==> config.mk <==
export PLATFORM = sky130hd
export DESIGN_NAME = apo_node_interface
export DESIGN_NICKNAME = d
export VERILOG_FILES = /design/src/rtl/apo_node_interface.sv
export SDC_FILE = /design/constraint.sdc
export NUM_CORES = 1
export LEC_CHECK = 0
export ABC_CLOCK_PERIOD_IN_PS = 7400
export CORE_MARGIN = 1
export CORE_UTILIZATION = 55
export DETAILED_ROUTE_END_ITERATION = 10
export PLACE_DENSITY = 0.84
export SLEW_MARGIN = 20
export SYNTH_ARGS = -nofsm -noshare
export SYNTH_HDL_FRONTEND = slang
export SYNTH_SLANG_ARGS = --single-unit
==> constraint.sdc <==
create_clock -name clk -period 7.4 [get_ports clk]
set_clock_uncertainty 0.15 [all_clocks]
set_input_delay 1.48 -clock clk [delete_from_list [all_inputs] [get_ports clk]]
set_output_delay 1.48 -clock clk [all_outputs]
set_load 0.01 [all_outputs]
==> src/rtl/apo_node_interface.sv <==
// Compute-node port of a circulant router: queues host send requests, injects
// them into the router paced by a fixed idle gap, and counts deliveries.
module apo_node_interface #(
   parameter int K          = 3,
   parameter int N2         = 7,
   parameter int NODE_COUNT = 5,
   parameter int FIFO_DEPTH = 4,
   parameter int INJ_GAP    = 4,
   parameter int CNT_W      = 8
) (
   input  logic                            clk,
   input  logic                            rst,
   input  logic [K-1:0]                    router_name,
   input  logic                            send_valid,
   output logic                            send_ready,
   input  logic [K-1:0]                    send_dest,
   output logic [N2-1:0]                   to_router,
   input  logic                            from_router_data,
   output logic                            rx_pulse,
   output logic                            tx_busy,
   output logic                            self_send,
   output logic [$clog2(FIFO_DEPTH):0]     fifo_level,
   output logic [CNT_W-1:0]                tx_count,
   output logic [CNT_W-1:0]                rx_count,
   output logic [CNT_W-1:0]                drop_count
);

   localparam int AW = $clog2(FIFO_DEPTH);
   localparam int LW = AW + 1;
   localparam int GW = (INJ_GAP < 2) ? 1 : $clog2(INJ_GAP);

   localparam logic [1:0] ST_IDLE   = 2'd0;
   localparam logic [1:0] ST_INJECT = 2'd1;
   localparam logic [1:0] ST_GAP    = 2'd2;

   logic [1:0]    state;
   logic [GW-1:0] gap_cnt;
   logic [K-1:0]  mem [FIFO_DEPTH];
   logic [AW-1:0] wr_ptr;
   logic [AW-1:0] rd_ptr;
   logic          full;
   logic          empty;
   logic          accept;
   logic          dest_ok;
   logic          push;
   logic          pop;
   logic [K-1:0]  head;
   logic [N2-1:0] inj_word;

   // Handshake: a request transfers on any edge where send_valid && send_ready;
   // send_ready comes only from registered occupancy, never from this cycle's pop.
   always_comb begin
      full       = (fifo_level == LW'(FIFO_DEPTH));
      empty      = (fifo_level == '0);
      send_ready = !full;
      accept     = send_valid && send_ready;
      dest_ok    = (32'(send_dest) < NODE_COUNT);
      push       = accept && dest_ok;
      pop        = (state == ST_IDLE) && !empty;
      head       = mem[rd_ptr];
      inj_word            = '0;
      inj_word[N2-1]      = 1'b1;
      inj_word[K-1:0]     = head;
      tx_busy    = (state != ST_IDLE) || !empty;
   end

   always_ff @(posedge clk) begin
      if (push) mem[wr_ptr] <= send_dest;
   end

   always_ff @(posedge clk) begin
      if (rst) begin
         wr_ptr     <= '0;
         rd_ptr     <= '0;
         fifo_level <= '0;
      end else begin
         if (push) wr_ptr <= wr_ptr + AW'(1);
         if (pop)  rd_ptr <= rd_ptr + AW'(1);
         case ({push, pop})
            2'b10:   fifo_level <= fifo_level + LW'(1);
            2'b01:   fifo_level <= fifo_level - LW'(1);
            default: fifo_level <= fifo_level;
         endcase
      end
   end

   // to_router and self_send are registered on the pop edge, so they are
   // high for exactly the one INJECT cycle and zero everywhere else.
   always_ff @(posedge clk) begin
      if (rst) begin
         state     <= ST_IDLE;
         gap_cnt   <= '0;
         to_router <= '0;
         self_send <= 1'b0;
         tx_count  <= '0;
      end else begin
         to_router <= '0;
         self_send <= 1'b0;
         case (state)
            ST_IDLE: begin
               if (!empty) begin
                  to_router <= inj_word;
                  self_send <= (head == router_name);
                  state     <= ST_INJECT;
               end
            end
            ST_INJECT: begin
               if (tx_count != '1) tx_count <= tx_count + CNT_W'(1);
               if (INJ_GAP == 0) begin
                  state <= ST_IDLE;
               end else begin
                  gap_cnt <= GW'(INJ_GAP - 1);
                  state   <= ST_GAP;
               end
            end
            ST_GAP: begin
               if (gap_cnt == '0) state <= ST_IDLE;
               else               gap_cnt <= gap_cnt - GW'(1);
            end
            default: state <= ST_IDLE;
         endcase
      end
   end

   always_ff @(posedge clk) begin
      if (rst) begin
         rx_pulse   <= 1'b0;
         rx_count   <= '0;
         drop_count <= '0;
      end else begin
         rx_pulse <= from_router_data;
         if (from_router_data && (rx_count != '1)) rx_count <= rx_count + CNT_W'(1);
         if (accept && !dest_ok && (drop_count != '1)) drop_count <= drop_count + CNT_W'(1);
      end
   end

endmodule

==> impl_metrics.json, run 1 <==
{
  "run_status": "completed",
  "crit_required_ns": 7.49,
  "arrival_ns": 3.82,
  "dieArea_um2": 4710,
  "dp.final_hpwl_mm": 3.15,
  "netlist.area_leader.share_pct": 35.2,
  "crit_fanout": 7,
  "fmax_mhz": 268,
  "crit_path_max_incr_delay_ns": 0.55,
  "first_iter_violations": 94,
  "synthXorXnorAreaFrac_pct": 5.38,
  "drive_gt1_share_pct": 6.34,
  "synthSimpleGateAreaFrac_pct": 18.2,
  "worstPathCellList": "clkdlybuf4s50_1, o21ai_0, and3_1, inv_2, ha_1, inv_1, fa_1, xor2_1, or3_2, a21oi_1",
  "cts.repair.resized": 0,
  "p_leak_uw": 0.00111,
  "finalCritPeriodShare_pct": 50.4,
  "core-area_um2": 4140,
  "insertion_delay_ns": 0.30,
  "cts_max_path_buffers": 2,
  "pre_cts_slack_ns": 3.34,
  "cp-start-kind": "input pin",
  "die_y_um": 68.6,
  "cts_htree_levels": 2,
  "hold_path.class": "flip-flop to flip-flop",
  "rows": 23,
  "yosysWarningCount": 0,
  "p_per_area_nw_per_um2": 286,
  "yosys.area.top_type": "dfxtp_1",
  "ios": 48,
  "start_util_pct": 58.9,
  "synth_commonest_cells": "43 x dfxtp_1, 27 x nor2_1, 14 x inv_1",
  "gr-usage-all-layers_pct": 21.0,
  "synthAdderAreaFrac_pct": 5.43,
  "die_w_um": 68.6,
  "fin_tns_setup_ns": 0,
  "grtUsageMet2_pct": 35.9,
  "async_reset_ff_share_pct": 0,
  "grt_pass1_wl_mm": 7.25,
  "routed-via-count": 1817,
  "io_buffer_count": 44,
  "syn_to_final_growth_pct": 23.1,
  "synth_top_family_by_area": "simple AND/OR/NAND/NOR gates",
  "detail_route.wl_per_cell_um": 13.1,
  "synth_area_um2": 2440,
  "clk_pin_slew_ns": 0.09,
  "yosysMostFrequentCell": "dfxtp_1",
  "postSynthCellCount": 240,
  "first_pass_iters": 4,
  "min_period_ns": 3.73,
  "grtUsageMet3_pct": 5.10,
  "first_global_vias": 1647,
  "cts_setup_buffers": 0,
  "crit_slowest_cell": "clkdlybuf4s50_1",
  "grtUsageMet1_pct": 26.0,
  "yosys-top-cells-area": "dfxtp_1 35%, edfxtp_1 15%, ha_1 4.6%",
  "synth_ff_type": "dfxtp_1",
  "clock-sinks": 55,
  "grt_busiest_layer": "met2",
  "cts_buffers": 5,
  "muxShareOfSynthArea_pct": 5.17,
  "end_kind": "flip-flop",
  "root_buffer": "clkbuf_8",
  "synth-compound-area-share_pct": 10.8,
  "synth.yosys.seq_area_share_pct": 50.0,
  "antenna_found_initial": 0,
  "finalPower_uw": 860,
  "synth_enable_flop_cells": 12,
  "drc": 0,
  "ir_drop_mv": 0.276,
  "wirelength_mm": 4.38,
  "ant_nets": 0,
  "cts_tree": "done",
  "hold_buffers": 0,
  "fin_area_um2": 3010,
  "diodes": 0,
  "finalWorstSetupSlack_ns": 3.67,
  "place.gp.congestion": 0.796,
  "critical_path_class": "input pin to flip-flop",
  "drv_cap": 0,
  "drv_slew": 0,
  "synth_cell_type_count": 47,
  "fin_nets": 303,
  "grt-ovfl-total": 0,
  "grt_setup_unrepaired": "false",
  "syn_area_per_cell_um2": 10.2,
  "finalSetupViolCount": 0,
  "ys_ff_latch": 55,
  "grt_max_degree": 39,
  "hold_viol_final": 0,
  "n_fill_cell": 318,
  "place_area_um2": 2900,
  "viasPerCell": 5.44
}
==> registers in the layout (all words and copies together), names as in the netlist, 3 cells and up, named ones only <==
| name | flops |
|---|---|
| rx_count | 8 |
| to_router | 4 |
| drop_count | 8 |
| mem | 12 |
| fifo_level | 3 |
| tx_count | 8 |
==> power by group <==
group	switching, uW	internal (uW)	leakage, uW
registers	37.4	349	0.000459
logic	137	144	0.000599
clock network	93.3	99.2	0.0000556
==> worst max-delay path: cells and delay by family <==
kind / cells / cell delay, ns
and+or+nand+nor: 2 / 0.69
AOI/OAI and AO/OA: 2 / 0.26
buffers and inverters: 3 / 0.69
xor gates and xnor gates: 1 / 0.16
adders and majority gates: 2 / 0.54
==> worst paths after layout <==
kind                 startpoint       endpoint  slack, ns  cells past startpoint
hold / removal    drop_count[6]  drop_count[6]       0.37                      2
hold reg to reg   drop_count[6]  drop_count[6]       0.37                      2
setup reg to reg  fifo_level[2]  fifo_level[2]       4.67                      9
setup / recovery   send_dest[1]  fifo_level[2]       3.67                     10
==> cell families after synthesis <==
kind of cell | count (synthesis)
AND/OR/NAND/NOR | 84
flip-flops | 55
other | 1
XOR/XNOR | 15
multiplexers | 11
AO/OA/AOI/OAI | 38
adder cells (fa/ha/maj) | 10
buffers and inverters | 26
==> stage by stage <==
stage	std cells	hold WS (ns)	util, %
after detailed placement	326	0.338	69.9
after global placement	326	0.332	69.9
final	334	0.366	72.5
after CTS	334	0.360	72.5
after global routing	334	0.379	72.5
after floorplan	242	0.319	-
==> metal layers <==
metal  part of all wire (%)  routed length, um
met3                    4.2                182
met5                      0                  0
met2                     49               2140
met4                    1.1                 46
met1                     46               2010
==> layout by cell type (no fill, tap or decap), types with 5 or more instances in the layout <==
master           Yosys  final
clkdlybuf4s50_1      0     44
dfxtp_1             43     43
nor2_1              27     27
inv_1               14     14
xor2_1              12     12
a21oi_1             12     12
edfxtp_1            12     12
nand3_1              9      9
ha_1                 9      9
nand2_1              8      8
nor3_1               7      7
mux2i_1              7      7
o21ai_0              6      6
and2_1               5      5
nand4_1              5      5
clkbuf_8             0      5
==> area by class of cell <==
class	count	area (um^2)	area share, %
sequential	55	1220	40.6
clock inverter	3	38.8	1.29
multi-input combinational	161	1110	36.9
inverter	15	56.3	1.87
tap	50	62.6	2.08
timing repair buffer	45	448	14.9
clock buffer	5	68.8	2.29
No activity file was read; power rests on OpenSTA's default activity.
==> run 2, diff against run 1 <==
- ABC_CLOCK_PERIOD_IN_PS: 7400 -> 3800
- CORE_UTILIZATION: 55 -> 51
- PLACE_DENSITY: 0.84 -> 0.79
- clock period: 7.4 -> 3.8 ns (I/O delays scaled with it)
==> run 2 against run 1 <==
  * The run now ends with design-rule violations left
  * Utilization is 5.6 points lower
  * Worst hold slack worse by 0.016 ns
  * Sequential power is 95% higher
  * Final cell count is 0.90% higher
  * Sequential cell count stayed put
==> impl_metrics.json, run 2 (same netlist as run 1, synthesis figures left out) <==
{
  "final_cell_mix": "44 x clkdlybuf4s50_1, 43 x dfxtp_1, 27 x nor2_1",
  "finalPower_uw": 1610,
  "grt_pass1_wl_mm": 7.78,
  "largest_register_ffs": 12,
  "min_period_ns": 2.99,
  "hold_path.class": "flip-flop to flip-flop",
  "grt_max_degree": 17,
  "place.gp.congestion": 0.760,
  "dp.final_hpwl_mm": 3.24,
  "viasPerCell": 5.45,
  "cts_htree_levels": 2,
  "detail_route.wl_per_cell_um": 13.6,
  "start_util_pct": 54.6,
  "p_leak_uw": 0.00110,
  "gr-usage-all-layers_pct": 19.8,
  "dp.cells": 329,
  "end_kind": "flip-flop",
  "ir_drop_mv": 0.499,
  "hold_buffers": 0,
  "violations": "design-rule violations",
  "syn_to_final_growth_pct": 22.5,
  "first_iter_violations": 128,
  "cts_buffers": 5,
  "cts_tree": "done",
  "diodes": 0,
  "ios": 48,
  "first_pass_iters": 7,
  "core-area_um2": 4470,
  "fin_tns_setup_ns": 0,
  "cp-start-kind": "input pin",
  "io_buffer_count": 44,
  "drv_slew": 0,
  "finalSetupViolCount": 0,
  "drv_cap": 0,
  "mostFrequentLayoutCell": "clkdlybuf4s50_1",
  "insertion_delay_ns": 0.31,
  "grt_setup_unrepaired": "false",
  "drive_gt1_share_pct": 6.67,
  "clk_pin_slew_ns": 0.10,
  "die_y_um": 71.2,
  "antenna_found_initial": 0,
  "cts_setup_buffers": 0,
  "arrival_ns": 3.08,
  "fin_nets": 304,
  "ant_nets": 0,
  "die_w_um": 71.2,
  "dieArea_um2": 5070,
  "finalCritPeriodShare_pct": 78.7,
  "cts_max_path_buffers": 2,
  "clock-sinks": 55,
  "critical_path_class": "input pin to flip-flop",
  "routed-via-count": 1838,
  "crit_fanout": 7,
  "run_status": "finished with violations",
  "rrSetupSlack_ns": 1.11,
  "hold_viol_final": 0,
  "wirelength_mm": 4.58,
  "p_per_area_nw_per_um2": 540,
  "regMostFlops": "mem",
  "cts.repair.resized": 0,
  "fin_util_pct": 66.9,
  "fmax_mhz": 334,
  "whs_ns": 0.349,
  "drc": 3,
  "crit_required_ns": 3.89,
  "stdcell_count": 337,
  "first_global_vias": 1683,
  "grt-ovfl-total": 0,
  "rows": 24,
  "root_buffer": "clkbuf_8"
}
-- run 2: layout make-up --
type                            instances  area [um^2]
Clock buffer                            6         72.6
Clock inverter                          2         12.5
Fill cell                             384         1480
Inverter                               15         56.3
Multi-Input combinational cell        161         1110
Sequential cell                        55         1220
Tap cell                               52         65.1
Timing Repair Buffer                   46          455
-- run 2: path summary, 6_finish.rpt --
kind	to	startpoint	cells after the start
hold reg to reg	drop_count[7]	drop_count[7]	2
hold / removal	drop_count[7]	drop_count[7]	2
setup reg to reg	fifo_level[2]	fifo_level[2]	9
setup / recovery	fifo_level[2]	send_dest[1]	10
-- run 2: routing by layer --
| layer | track usage, % | part of all wire, % |
|---|---|---|
| met1 | 25.8 | 47 |
| met3 | 4.84 | 3.6 |
| met5 | 0 | 0 |
| met4 | 7.11 | 1.2 |
| met2 | 32.1 | 48 |
-- run 2: where the power goes --
group | switching (uW) | internal [uW] | leakage, uW
clock network | 184 | 129 | 0.0000412
registers | 74.2 | 679 | 0.000459
logic | 267 | 282 | 0.000604
-- run 2: critical path: stages --
cell and delay [ns]:
clkdlybuf4s50_1 0.56, o21ai_0 0.11, and3_1 0.26, inv_2 0.08
ha_1 0.17, inv_1 0.06, fa_1 0.37, xor2_1 0.16
or3_2 0.40, a21oi_1 0.14
-- run 2: metrics by stage --
stage               area [um^2]  worst slack [ns]
global route               2990             0.636
floorplan                  2450              1.15
finish                     2990             0.809
CTS                        2990             0.825
global placement           2910             0.557
detailed placement         2910             0.507
==> run 3, diff against run 2 <==
- ABC_CLOCK_PERIOD_IN_PS: 3800 -> 3120
- clock period: 3.8 -> 3.12 ns (I/O delays scaled with it)
==> run 3 against run 2 <==
  * The flow still finishes with violations (design-rule violations)
  * Routed wire length down 2.6%
  * Critical path depth stayed put
  * Combinational power up 24%
  * Clock-buffer cell count is the same
  * Clock power up 19%
  * First-iteration DRC count is 20% lower
  * Critical endpoint unchanged
  * Largest cell class unchanged
  * Sequential share of layout area down 0.34 points
  * Final cell count grew 1.2%
  * Die area unchanged
  * Power grew 22%
==> impl_metrics.json, run 3 (same netlist as run 1, synthesis figures left out) <==
{
  "crit_fanout": 2,
  "reg2regPathDepth": 9,
  "hold_path.class": "flip-flop to flip-flop",
  "arrival_ns": 2.82,
  "insertion_delay_ns": 0.30,
  "cts_setup_buffers": 0,
  "mostFrequentLayoutCell": "clkdlybuf4s50_1",
  "clk_pin_slew_ns": 0.09,
  "start_util_pct": 54.6,
  "regMostFlops": "mem",
  "grt_pass1_wl_mm": 7.62,
  "n_fill_cell": 362,
  "grt-ovfl-total": 0,
  "end_kind": "flip-flop",
  "viasPerCell": 5.37,
  "min_from": "wr_ptr[1]",
  "cts.repair.resized": 0,
  "p_leak_uw": 0.00112,
  "crit_required_ns": 3.20,
  "cts_max_path_buffers": 2,
  "clock-sinks": 55,
  "ir_drop_mv": 0.549,
  "run_status": "finished with violations",
  "grt_max_degree": 17,
  "ant_nets": 0,
  "fin_util_pct": 67.4,
  "power.switching_uw": 637,
  "fin_area_um2": 3020,
  "pre_cts_slack_ns": 0.0829,
  "cp-start-kind": "input pin",
  "fin_tns_setup_ns": 0,
  "drive_gt1_share_pct": 7.27,
  "drc": 3,
  "finalPower_uw": 1970,
  "finalCritPeriodShare_pct": 87.8,
  "p_sw_share_pct": 32.4,
  "gr-usage-all-layers_pct": 19.3,
  "violations": "design-rule violations",
  "die_y_um": 71.2,
  "rows": 24,
  "first_pass_iters": 8,
  "drv_cap": 0,
  "root_buffer": "clkbuf_8",
  "timing.rr.end": "fifo_level[2]",
  "finalSetupViolCount": 0,
  "finalWorstSetupSlack_ns": 0.381,
  "routed-via-count": 1831,
  "detail_route.wl_per_cell_um": 13.1,
  "clock_power_share_pct": 18.9,
  "rrSetupSlack_ns": 0.45,
  "diodes": 0,
  "crit_slowest_cell": "clkdlybuf4s50_1",
  "ff_latch_area_um2": 1220,
  "p_int_uw": 1330,
  "cp-startpoint": "send_dest[1]",
  "critical_path_class": "input pin to flip-flop",
  "cts_htree_levels": 2,
  "syn_to_final_growth_pct": 23.6,
  "grt_setup_unrepaired": "false",
  "first_global_vias": 1645,
  "io_buffer_count": 44,
  "fin_nets": 308,
  "final_cell_mix": "44 x clkdlybuf4s50_1, 43 x dfxtp_1, 27 x nor2_1",
  "ios": 48,
  "dieArea_um2": 5070,
  "first_iter_violations": 102,
  "dp.final_hpwl_mm": 3.25,
  "whs_path_depth": 2,
  "antenna_found_initial": 0,
  "place.gp.congestion": 0.715,
  "place_area_um2": 2940,
  "core-area_um2": 4470,
  "crit_path_max_incr_delay_ns": 0.48,
  "cts_tree": "done",
  "power_frac_comb_pct": 34.6,
  "worstPathCellList": "clkdlybuf4s50_1, o21ai_0, and3_1, inv_2, ha_1, inv_1, fa_1, xor2_1, or3_2, a21oi_1",
  "min_period_ns": 2.74,
  "seqPwrFrac_pct": 46.5,
  "largest_register_ffs": 12,
  "drv_slew": 0,
  "min_to": "wr_ptr[1]",
  "die_w_um": 71.2,
  "p_per_area_nw_per_um2": 652,
  "cts_buffers": 5,
  "r2r_start": "fifo_level[2]",
  "multi_input_area_um2": 1110,
  "fmax_mhz": 365,
  "wirelength_mm": 4.46,
  "hold_viol_final": 0,
  "hold_buffers": 0
}
run 3: cell count changes in the layout (fill, tap and decap cells not counted):
cell / before / now
buf_4: 2 / 6
clkinv_1: 0 / 2
clkinvlp_4: 1 / 0
clkinv_2: 1 / 0
run 3: through the flow:
step / std cells / hold WS [ns]
2_1_floorplan: 242 / 0.319
3_3_place_gp: 333 / 0.328
3_5_place_dp: 333 / 0.345
4_1_cts: 341 / 0.358
5_1_grt: 341 / 0.384
6_report: 341 / 0.353
run 3: area by class of cell:
cell class | count | area share (%)
Timing Repair Buffer | 50 | 16.1
Sequential cell | 55 | 40.5
Tap cell | 52 | 2.16
Inverter | 15 | 1.87
Clock inverter | 2 | 0.249
Clock buffer | 6 | 2.40
Multi-Input combinational cell | 161 | 36.8
run 3: power by group through the flow:
stage / Sequential, uW / Combinational [uW] / Clock (uW)
after global routing: 931 / 772 / 412
after floorplan: 923 / 449 / 0
after global placement: 929 / 658 / 0
after CTS: 916 / 687 / 380
after detailed placement: 931 / 680 / 0
final: 916 / 682 / 371
run 3: worst max-delay path, delay by kind of cell:
family                     cells  cell delay [ns]
AOI/OAI and AO/OA              2             0.25
and+or+nand+nor                2             0.61
xor gates and xnor gates       1             0.16
buffers and inverters          3             0.62
adders and majority gates      2             0.55
run 3: how the worst max path moves through the flow:
stage | end | depth (start not counted)
detailed placement | fifo_level[2] | 10
CTS | fifo_level[2] | 10
global route | fifo_level[2] | 10
finish | fifo_level[2] | 10
floorplan | fifo_level[2] | 10
global placement | fifo_level[2] | 10
run 3: metal layers:
metal  routed length (um)  global-route usage [%]  vias to the layer above
met3                  140                    4.70                        2
met4                   16                    5.33                        0
met2                 2110                    31.0                       33
li1                     -                       -                      944
met5                    0                       0                        -
met1                 2200                    26.1                      852
